[config.mk]
export PLATFORM = sky130hd
export DESIGN_NAME = rv_uart_capture_flat
export DESIGN_NICKNAME = d
export VERILOG_FILES = /design/src/rtl/rv_uart_capture_if.sv /design/src/rtl/rv_uart_capture.sv /design/src/flat_wrapper.sv
export SDC_FILE = /design/constraint.sdc
export NUM_CORES = 1
export LEC_CHECK = 0
export ABC_AREA = 1
export CAP_MARGIN = 20
export CORE_MARGIN = 2
export CORE_UTILIZATION = 60
export DETAILED_ROUTE_END_ITERATION = 10
export GPL_ROUTABILITY_DRIVEN = 0
export PLACE_DENSITY = 0.82
export RECOVER_POWER = 25
export REMOVE_ABC_BUFFERS = 1
export SLEW_MARGIN = 25
export SYNTH_ARGS = -nofsm -noshare
export SYNTH_HDL_FRONTEND = slang
export SYNTH_SLANG_ARGS = --single-unit
export TNS_END_PERCENT = 30
[constraint.sdc]
create_clock -name clk -period 3.2 [get_ports clk]
set_input_delay 0.64 -clock clk [delete_from_list [all_inputs] [get_ports clk]]
set_output_delay 0.64 -clock clk [all_outputs]
set_load 0.02 [all_outputs]
[src/rtl/rv_uart_capture_if.sv]
// Received-byte stream between the UART capture block and its consumer.
// The master drives the byte and valid, the slave answers with ready.
interface rv_uart_capture_if;
    logic       m_valid;
    logic [7:0] m_data;
    logic       m_ready;

    modport master (
        output m_valid,
        output m_data,
        input  m_ready
    );

    modport slave (
        input  m_valid,
        input  m_data,
        output m_ready
    );
endinterface

[src/rtl/rv_uart_capture.sv]
// UART capture for SoC test harnesses: an 8N1 receiver feeding a small FIFO,
// sticky frame-error / overflow flags and a cycle counter that freezes on the
// first ebreak from the SoC.
module rv_uart_capture #(
    parameter int CLOCK_FREQ = 100_000_000,
    parameter int BAUD_RATE  = 115_200,
    parameter int FIFO_DEPTH = 16
) (
    input  logic                      clk,
    input  logic                      rst,
    input  logic                      uart_rx,
    input  logic                      ebreak,
    rv_uart_capture_if.master         m,
    output logic                      frame_err,
    output logic                      overflow,
    output logic [31:0]               cycles,
    output logic                      done
);

    localparam int CLKS_PER_BIT = CLOCK_FREQ / BAUD_RATE;
    localparam int HALF_BIT     = CLKS_PER_BIT / 2;
    localparam int CNT_W        = $clog2(CLKS_PER_BIT) + 1;
    localparam int PTR_W        = $clog2(FIFO_DEPTH);

    localparam logic [CNT_W-1:0] BIT_LAST   = CNT_W'(CLKS_PER_BIT - 1);
    localparam logic [CNT_W-1:0] HALF_LAST  = CNT_W'(HALF_BIT - 1);
    localparam logic [CNT_W-1:0] CNT_ONE    = CNT_W'(1);
    localparam logic [CNT_W-1:0] CNT_ZERO   = CNT_W'(0);
    localparam logic [PTR_W:0]   FULL_COUNT = (PTR_W + 1)'(FIFO_DEPTH);
    localparam logic [PTR_W:0]   COUNT_ONE  = (PTR_W + 1)'(1);
    localparam logic [PTR_W:0]   COUNT_ZERO = (PTR_W + 1)'(0);

    // Oversampling needs at least a few clocks per bit to find the middle.
    if (CLKS_PER_BIT < 4) begin : g_bad_baud
        $error("rv_uart_capture: CLOCK_FREQ/BAUD_RATE must be at least 4");
    end
    if (FIFO_DEPTH < 2 || (FIFO_DEPTH & (FIFO_DEPTH - 1)) != 0) begin : g_bad_depth
        $error("rv_uart_capture: FIFO_DEPTH must be a power of 2, at least 2");
    end

    typedef enum logic [2:0] {
        IDLE    = 3'd0,
        START   = 3'd1,
        DATA    = 3'd2,
        STOP    = 3'd3,
        RECOVER = 3'd4
    } rx_state_t;

    // ------------------------------------------------------------------
    // Line synchronizer
    // ------------------------------------------------------------------
    logic sync1_r;
    logic sync2_r;

    // Two-flop synchronizer; reset to the idle (high) line level.
    always_ff @(posedge clk) begin
        if (rst) begin
            sync1_r <= 1'b1;
            sync2_r <= 1'b1;
        end else begin
            sync1_r <= uart_rx;
            sync2_r <= sync1_r;
        end
    end

    // ------------------------------------------------------------------
    // Receiver FSM
    // ------------------------------------------------------------------
    rx_state_t        state_r, state_n;
    logic [CNT_W-1:0] cnt_r, cnt_n;
    logic [2:0]       bit_r, bit_n;
    logic [7:0]       shift_r, shift_n;
    logic             push_r, push_n;
    logic             ferr_set_s;

    // Receiver state and datapath registers; push is delayed one cycle
    // after the stop-bit sample.
    always_ff @(posedge clk) begin
        if (rst) begin
            state_r <= IDLE;
            cnt_r   <= CNT_ZERO;
            bit_r   <= 3'd0;
            shift_r <= 8'h00;
            push_r  <= 1'b0;
        end else begin
            state_r <= state_n;
            cnt_r   <= cnt_n;
            bit_r   <= bit_n;
            shift_r <= shift_n;
            push_r  <= push_n;
        end
    end

    // Next-state logic: half-bit wait for the start bit, then one sample per
    // bit period centred in each bit.
    always_comb begin
        state_n    = state_r;
        cnt_n      = cnt_r;
        bit_n      = bit_r;
        shift_n    = shift_r;
        push_n     = 1'b0;
        ferr_set_s = 1'b0;
        case (state_r)
            IDLE: begin
                if (!sync2_r) begin
                    state_n = START;
                    cnt_n   = CNT_ZERO;
                    bit_n   = 3'd0;
                end else begin
                    state_n = IDLE;
                end
            end
            START: begin
                if (cnt_r == HALF_LAST) begin
                    cnt_n = CNT_ZERO;
                    if (!sync2_r) begin
                        state_n = DATA;
                    end else begin
                        state_n = IDLE;   // glitch, not a real start bit
                    end
                end else begin
                    cnt_n = cnt_r + CNT_ONE;
                end
            end
            DATA: begin
                if (cnt_r == BIT_LAST) begin
                    cnt_n   = CNT_ZERO;
                    shift_n = {sync2_r, shift_r[7:1]};   // LSB arrives first
                    bit_n   = bit_r + 3'd1;
                    if (bit_r == 3'd7) begin
                        state_n = STOP;
                    end else begin
                        state_n = DATA;
                    end
                end else begin
                    cnt_n = cnt_r + CNT_ONE;
                end
            end
            STOP: begin
                if (cnt_r == BIT_LAST) begin
                    cnt_n = CNT_ZERO;
                    if (sync2_r) begin
                        push_n  = 1'b1;
                        state_n = IDLE;
                    end else begin
                        ferr_set_s = 1'b1;
                        state_n    = RECOVER;
                    end
                end else begin
                    cnt_n = cnt_r + CNT_ONE;
                end
            end
            RECOVER: begin
                if (sync2_r) begin
                    state_n = IDLE;
                end else begin
                    state_n = RECOVER;
                end
            end
            default: begin
                state_n = IDLE;
            end
        endcase
    end

    // ------------------------------------------------------------------
    // Receive FIFO
    // ------------------------------------------------------------------
    logic [7:0]       mem_r [FIFO_DEPTH];
    logic [PTR_W-1:0] wr_ptr_r, rd_ptr_r, rd_next_s;
    logic [PTR_W:0]   count_r, count_n;
    logic             m_valid_r;
    logic [7:0]       m_data_r, head_n, m_data_n;
    logic             overflow_r, frame_err_r;
    logic             full_s, pop_s, do_push_s, drop_s;

    // FIFO control: a full FIFO still accepts a push when it is popped in
    // the same cycle; the output byte register tracks the next head.
    always_comb begin
        full_s    = (count_r == FULL_COUNT);
        pop_s     = m_valid_r && m.m_ready;
        do_push_s = push_r && (!full_s || pop_s);
        drop_s    = push_r && full_s && !pop_s;
        rd_next_s = rd_ptr_r + PTR_W'(pop_s);
        case ({do_push_s, pop_s})
            2'b10:   count_n = count_r + COUNT_ONE;
            2'b01:   count_n = count_r - COUNT_ONE;
            default: count_n = count_r;
        endcase
        if (do_push_s && (wr_ptr_r == rd_next_s)) begin
            head_n = shift_r;
        end else begin
            head_n = mem_r[rd_next_s];
        end
        if (count_n == COUNT_ZERO) begin
            m_data_n = m_data_r;
        end else begin
            m_data_n = head_n;
        end
    end

    // FIFO storage; contents need no reset since occupancy governs validity.
    always_ff @(posedge clk) begin
        if (!rst && do_push_s) begin
            mem_r[wr_ptr_r] <= shift_r;
        end
    end

    // FIFO pointers, occupancy, registered stream outputs and sticky flags.
    always_ff @(posedge clk) begin
        if (rst) begin
            wr_ptr_r    <= '0;
            rd_ptr_r    <= '0;
            count_r     <= COUNT_ZERO;
            m_valid_r   <= 1'b0;
            m_data_r    <= 8'h00;
            overflow_r  <= 1'b0;
            frame_err_r <= 1'b0;
        end else begin
            if (do_push_s) begin
                wr_ptr_r <= wr_ptr_r + PTR_W'(1);
            end
            rd_ptr_r  <= rd_next_s;
            count_r   <= count_n;
            m_valid_r <= (count_n != COUNT_ZERO);
            m_data_r  <= m_data_n;
            if (drop_s) begin
                overflow_r <= 1'b1;
            end
            if (ferr_set_s) begin
                frame_err_r <= 1'b1;
            end
        end
    end

    // ------------------------------------------------------------------
    // Run-time counter
    // ------------------------------------------------------------------
    logic [31:0] cycles_r;
    logic        done_r;

    // Count cycles until the first ebreak; that cycle still counts, then
    // the value freezes. Saturates instead of wrapping.
    always_ff @(posedge clk) begin
        if (rst) begin
            cycles_r <= 32'd0;
            done_r   <= 1'b0;
        end else if (!done_r) begin
            if (cycles_r != 32'hFFFF_FFFF) begin
                cycles_r <= cycles_r + 32'd1;
            end
            if (ebreak) begin
                done_r <= 1'b1;
            end
        end
    end

    assign m.m_valid = m_valid_r;
    assign m.m_data  = m_data_r;
    assign frame_err = frame_err_r;
    assign overflow  = overflow_r;
    assign cycles    = cycles_r;
    assign done      = done_r;

endmodule

[src/flat_wrapper.sv]
// flat-port wrapper written by rule: the top's interface ports become plain ports
module rv_uart_capture_flat 
#(
    parameter int CLOCK_FREQ = 100_000_000,
    parameter int BAUD_RATE  = 115_200,
    parameter int FIFO_DEPTH = 16
)
  (clk, rst, uart_rx, ebreak, frame_err, overflow, cycles, done, m_m_valid, m_m_data, m_m_ready);
  rv_uart_capture_if m_i ();
  input  logic clk;
  input  logic rst;
  input  logic uart_rx;
  input  logic ebreak;
  output logic frame_err;
  output logic overflow;
  output logic [31:0] cycles;
  output logic done;
  output wire logic [$bits(m_i.m_valid)-1:0] m_m_valid;
  output wire logic [$bits(m_i.m_data)-1:0] m_m_data;
  input wire logic [$bits(m_i.m_ready)-1:0] m_m_ready;
  assign m_m_valid = m_i.m_valid;
  assign m_m_data = m_i.m_data;
  assign m_i.m_ready = m_m_ready;
  rv_uart_capture #(.CLOCK_FREQ(CLOCK_FREQ), .BAUD_RATE(BAUD_RATE), .FIFO_DEPTH(FIFO_DEPTH)) u_core (.clk(clk), .rst(rst), .uart_rx(uart_rx), .ebreak(ebreak), .m(m_i), .frame_err(frame_err), .overflow(overflow), .cycles(cycles), .done(done));
endmodule
# ---- Yosys cells after proc, flatten, opt, wreduce, memory -nomap -nowiden
# Memories as Yosys holds them, arrays and structs flattened. A register that Yosys moved wholly into a read port is not among the register bits.
# Cells that the tools add are included.
dict set report totals {
  n_memories 1
  inputBits 5
  out_inout_bits 44
  mem_bits_rw 128
  word_cells 87
  register_bits 77
}
# name depth word_bits read_ports rd_clocked_by_memory_dff wr line
set mem_list {}
lappend mem_list {u_core.mem_r 16 8 1 1 1 rv_uart_capture.sv:169} ;# logic [7:0] mem_r [FIFO_DEPTH];
dict set report op_classes {
  addsub 7
  n_eq_ne 15
  bitwise_logic 3
  muxes 24
  reduce_logical 22
}
# cell n
set ops {}
lappend ops {{11-bit 2-to-1 mux} 3}
lappend ops {{11-bit case mux with 3 select lines} 1}
lappend ops {{32-bit by 1-bit adder with 32-bit output, second input constant} 1}
lappend ops {{32-bit != test, second input constant} 1}
lappend ops {{3-bit 2-to-1 mux} 6}
lappend ops {{3-bit case mux with 5 select lines} 1}
lappend ops {{11-bit by 1-bit adder with 11-bit output, second input constant} 1}
lappend ops {{11-bit by 10-bit == test with 1-bit output, second input constant} 1}
lappend ops {{11-bit by 9-bit == test with 1-bit output, second input constant} 1}
lappend ops {{1-bit 2-to-1 mux} 10}
lappend ops {{5-bit case mux with 2 select lines} 1}
lappend ops {{3-bit by 2-bit == test with 1-bit output, second input constant} 2}
lappend ops {{3-bit == test, second input constant} 2}
lappend ops {{2-bit by 1-bit != test with 1-bit output, second input constant} 3}
lappend ops {{3-bit case mux with 2 select lines} 1}
lappend ops {{2-bit AND reduction} 3}
lappend ops {{3-bit AND reduction} 2}
lappend ops {{5-bit by 1-bit adder with 5-bit output, second input constant} 1}
lappend ops {{5-bit == test, second input constant} 1}
lappend ops {{1-bit logical AND} 5}
lappend ops {{5-bit logical NOT} 1}
lappend ops {{5-bit nonzero test} 1}
lappend ops {{5-bit by 1-bit subtractor with 5-bit output, second input constant} 1}
lappend ops {{4-bit by 1-bit adder with 4-bit output} 1}
lappend ops {{other kinds (15)} 20}

# ---- Longest topological paths before layout
dict set report logic_depth {
  depth_word 8
  mapped_depth 18
  depth_no_buf 17
}

# ---- Worst setup path before layout
# No wires, ideal clock.
dict set report synth_path {
  kind {input -> register}
  start {input m_m_ready}
  end {register u_core.m_data_r[1] (netlist: u_core.m.m_data[1]) (read register of u_core.mem_r)}
  stages 13
  t_required_ps 3087
  n_path_buf 1
  setup_time_ps 113
  arrival_ps 2390
  slack_ps 697
  cell_sequence {nand2_1 clkinv_1 ha_1 ha_1 buf_4 nand2_1 nand4_1 nor3_4 nand2_4 nand2_1 nand2_1 a21oi_2 nor2_1}
}
dict set report synth_between {
  word_cells_on_any_way 9
  classes_between {add/sub: 1; eq/ne: 2; mux: 1; reduce/logical: 5}
}
# item line
set synth_rtl {}
lappend synth_rtl {{from (decl)} flat_wrapper.sv:20} ;# input wire logic [$bits(m_i.m_ready)-1:0] m_m_ready;
lappend synth_rtl {{1-bit logical AND} rv_uart_capture.sv:181} ;# pop_s = m_valid_r && m.m_ready;
lappend synth_rtl {{4-bit by 1-bit adder with 4-bit output} rv_uart_capture.sv:184} ;# rd_next_s = rd_ptr_r + PTR_W'(pop_s);
lappend synth_rtl {{named net u_core.rd_next_s[1]} rv_uart_capture.sv:170} ;# logic [PTR_W-1:0] wr_ptr_r, rd_ptr_r, rd_next_s;
lappend synth_rtl {{to (decl)} rv_uart_capture.sv:173} ;# logic [7:0] m_data_r, head_n, m_data_n;
# The timed path passes the listed nets, and every way through them passes these cells.
# A chain may end at the register's enable or synchronous reset.

# ---- Worst setup path in the final report
dict set report layout_path {
  start {input m_m_ready}
  end {register u_core.m_data_r[6] (netlist: u_core.m.m_data[6]) (read register of u_core.mem_r)}
}
# Same word-level chain as after synthesis.

==> impl_metrics.yaml <==
cells_and_area:
  syn2layout_area_growth_pct: 13.5
  antennaDiodeCount: 0
  layout-drive-gt1-share_pct: 7.84
  fin_nets: 1162
  final_area_mm2: 0.0112
  n_fill_cell: 1242
  utilization_pct: 70.0
route:
  drtIter0Drc: 683
  remaining_drc_errors: 0
  via_per_inst: 5.66
  ant_nets: 0
  drt_pass1_iterations: 7
  vias: 7788
  totalWireLength_mm: 22.0
  wl_per_cell_um: 16.0
sta:
  final.period_utilization_pct: 84.3
  timing.final.crit_period_ps: 2700
  rsz0062_at_grt: "false"
  tightest_slew_ps: 2000
  finClkSkew_ps: 19.0
  finalHoldViolations: 0
  max_freq_mhz: 371
  slew_headroom_pct: -33.2
  slew_violations: 45
  setup_viol: 0
  setup-tns-final_ps: 0
pwr:
  max-vdd-ir-drop_mv: 0.383
  power.density_mw_per_mm2: 570
  p_leak_nw: 4.15
floorplanning:
  die_x_um: 132
  dieHeight_um: 132
  core_mm2: 0.0159
  start_util_pct: 61.7
  dieArea_mm2: 0.0174
  num_io_pins: 49
  num_rows: 46
cts:
  post-cts-setup-buffers: 0
  cts-root-buf: "clkbuf_16"
  cts.htree.levels: 1
  cts_resized: 0
  clkLatencyLatePin_ps: 490
  cts_tree: "yes"
  cts.hold.buffers_added: 0
  clockBufferDepth: 3
  cts_buffers: 22
  clk_pin_slew_worst_paths_ps: 60
  clock-sinks: 213
placement:
  hpwlAfterDp_mm: 14.3
  place_area_mm2: 0.0105
  port_buffers: 48
global_route:
  grt_pass1_vias: 7411
  antenna_found_initial: 0
  grt_max_degree: 57
  track_usage_pct: 25.1
  grt_pass1_wl_mm: 35.9
  grt-ovfl-total: 0
setup_path:
  worst_setup_path_start_kind: "primary input"
  worstPathArrival_ps: 3070
  required_ps: 3570
  crit_fanout: 23
  endpoint_kind: "register"
  path_class: "in2reg"
yosys:
  ys_types: 45
  yosys_warnings: 0
  ys_top_cells_by_area: "edfxtp_1, dfxtp_1, nand2_1"
  avgSynthCellArea_um2: 8.96
  ys_ff_latch: 213
  yosys.area.top_type: "edfxtp_1"
  synth_cells: 1097
  synth_top_area_share_pct: 39.1
  yosysSeqAreaShare_pct: 56.4
  synth_area_mm2: 0.00983
min_path:
  hp-class: "reg2reg"
outcome:
  outcome: "finished with violations"
  violations: "capacitance limit, slew limit"
run:
  max_cap_viol_count: 1
sequential cells by signal, summed over array words and instances, names as in the netlist:
name and count:
u_core.mem_r 128, u_core.cycles 32, u_core.cnt_r 11, u_core.m.m_data 8, u_core.shift_r 8, u_core.count_r 5, u_core.rd_ptr_r 4, u_core.wr_ptr_r 4
u_core.bit_r 3, u_core.state_r 3, u_core.done 1, u_core.frame_err 1, u_core.m.m_valid 1, u_core.overflow 1, u_core.push_r 1, u_core.sync1_r 1
u_core.sync2_r 1
cell usage in the layout (no fill, tap or decap), types with 7 or more instances in the layout:
cell type	instances
nand2_1	213
clkinv_2	7
inv_1	79
o211ai_1	16
buf_4	11
dfxtp_1	85
clkbuf_16	23
o21ai_0	89
a21oi_1	43
nor2_1	205
edfxtp_1	128
clkdlybuf4s50_1	47
nand4_1	19
nand3_1	50
ha_1	12
xor2_1	18
o21ai_1	7
nand2_2	7
nor3_1	27
a21oi_2	9
area by class of cell:
class	instances	area (um^2)	area share [%]
timing repair buffer	63	621	5.56
clock inverter	14	68.8	0.617
clock buffer	26	587	5.26
tap	216	270	2.42
multi-input combinational	757	3740	33.5
sequential	213	5550	49.7
inverter	87	329	2.95
per-layer routing:
layer	part of all wire (%)	track usage [%]	wire (um)
met5	0	0	0
met2	49	42.7	10800
met3	7.1	3.00	1560
met4	2.9	9.00	643
met1	41	33.3	9060
worst paths after layout:
path,endpoint,depth (start not counted),slack [ps],from
worst min-delay path,u_core.sync2_r$_SDFF_PP1_,1,410,u_core.sync1_r$_SDFF_PP1_
worst max-delay path,u_core.m.m_data[6]$_SDFFE_PP0P_,14,500,m_m_ready
worst max register to register,u_core.m.m_data[6]$_SDFFE_PP0P_,17,670,u_core.m.m_valid$_SDFF_PP0_
worst min register to register,u_core.sync2_r$_SDFF_PP1_,1,410,u_core.sync1_r$_SDFF_PP1_
cell usage after synthesis (all sizes together):
cell	instances
nand2	223
nor2	209
edfxtp	128
o21ai	97
inv	86
dfxtp	85
nand3	57
a21oi	52
nor3	29
buf	22
nand4	19
xor2	19
clkbuf	18
o211ai	16
ha	13
xnor2	6
nor3b	3
nor4	3
or2	3
and3	2
nand3b	2
a31oi	1
clkinv	1
o21a	1
o22ai	1
o31ai	1
report_power, final:
group | switching [mW] | leakage [nW] | total [mW] | internal [mW]
Clock | 1.01 | 0.322 | 2.32 | 1.31
Sequential | 0.0482 | 1.88 | 2.98 | 2.93
Combinational | 0.688 | 1.95 | 1.06 | 0.373
critical path, stage by stage:
cell and delay [ps]:
clkdlybuf4s50_1 420, nand2_1 110, clkinv_1 110, ha_2 390
inv_2 70, buf_4 210, nand2_1 80, nand4_1 130
nor3_4 440, nand2_4 140, nand2_1 100, nand2_1 70
a21oi_2 100, nor2_1 60
per-stage QoR:
step | cells | total power, mW | setup WS (ps) | hold slack [ps]
after floorplan | 1057 | 3.73 | -469 | 389
after global placement | 1336 | 4.06 | 115 | 393
after detailed placement | 1336 | 4.09 | 67.0 | 394
after CTS | 1376 | 6.38 | 492 | 410
after global routing | 1376 | 6.62 | 263 | 444
final | 1376 | 6.36 | 503 | 415
kinds of logic (layout without fill, tap and decap cells):
group | count (synthesis) | after routing | synth area share (%)
fa+ha+maj | 13 | 13 | 1.65
flops | 213 | 213 | 56.4
buf+inv | 127 | 190 | 5.64
compound gates | 169 | 169 | 9.47
simple gates | 550 | 550 | 24.5
xor+xnor | 25 | 25 | 2.30
Power figures use the tool's default switching activity.
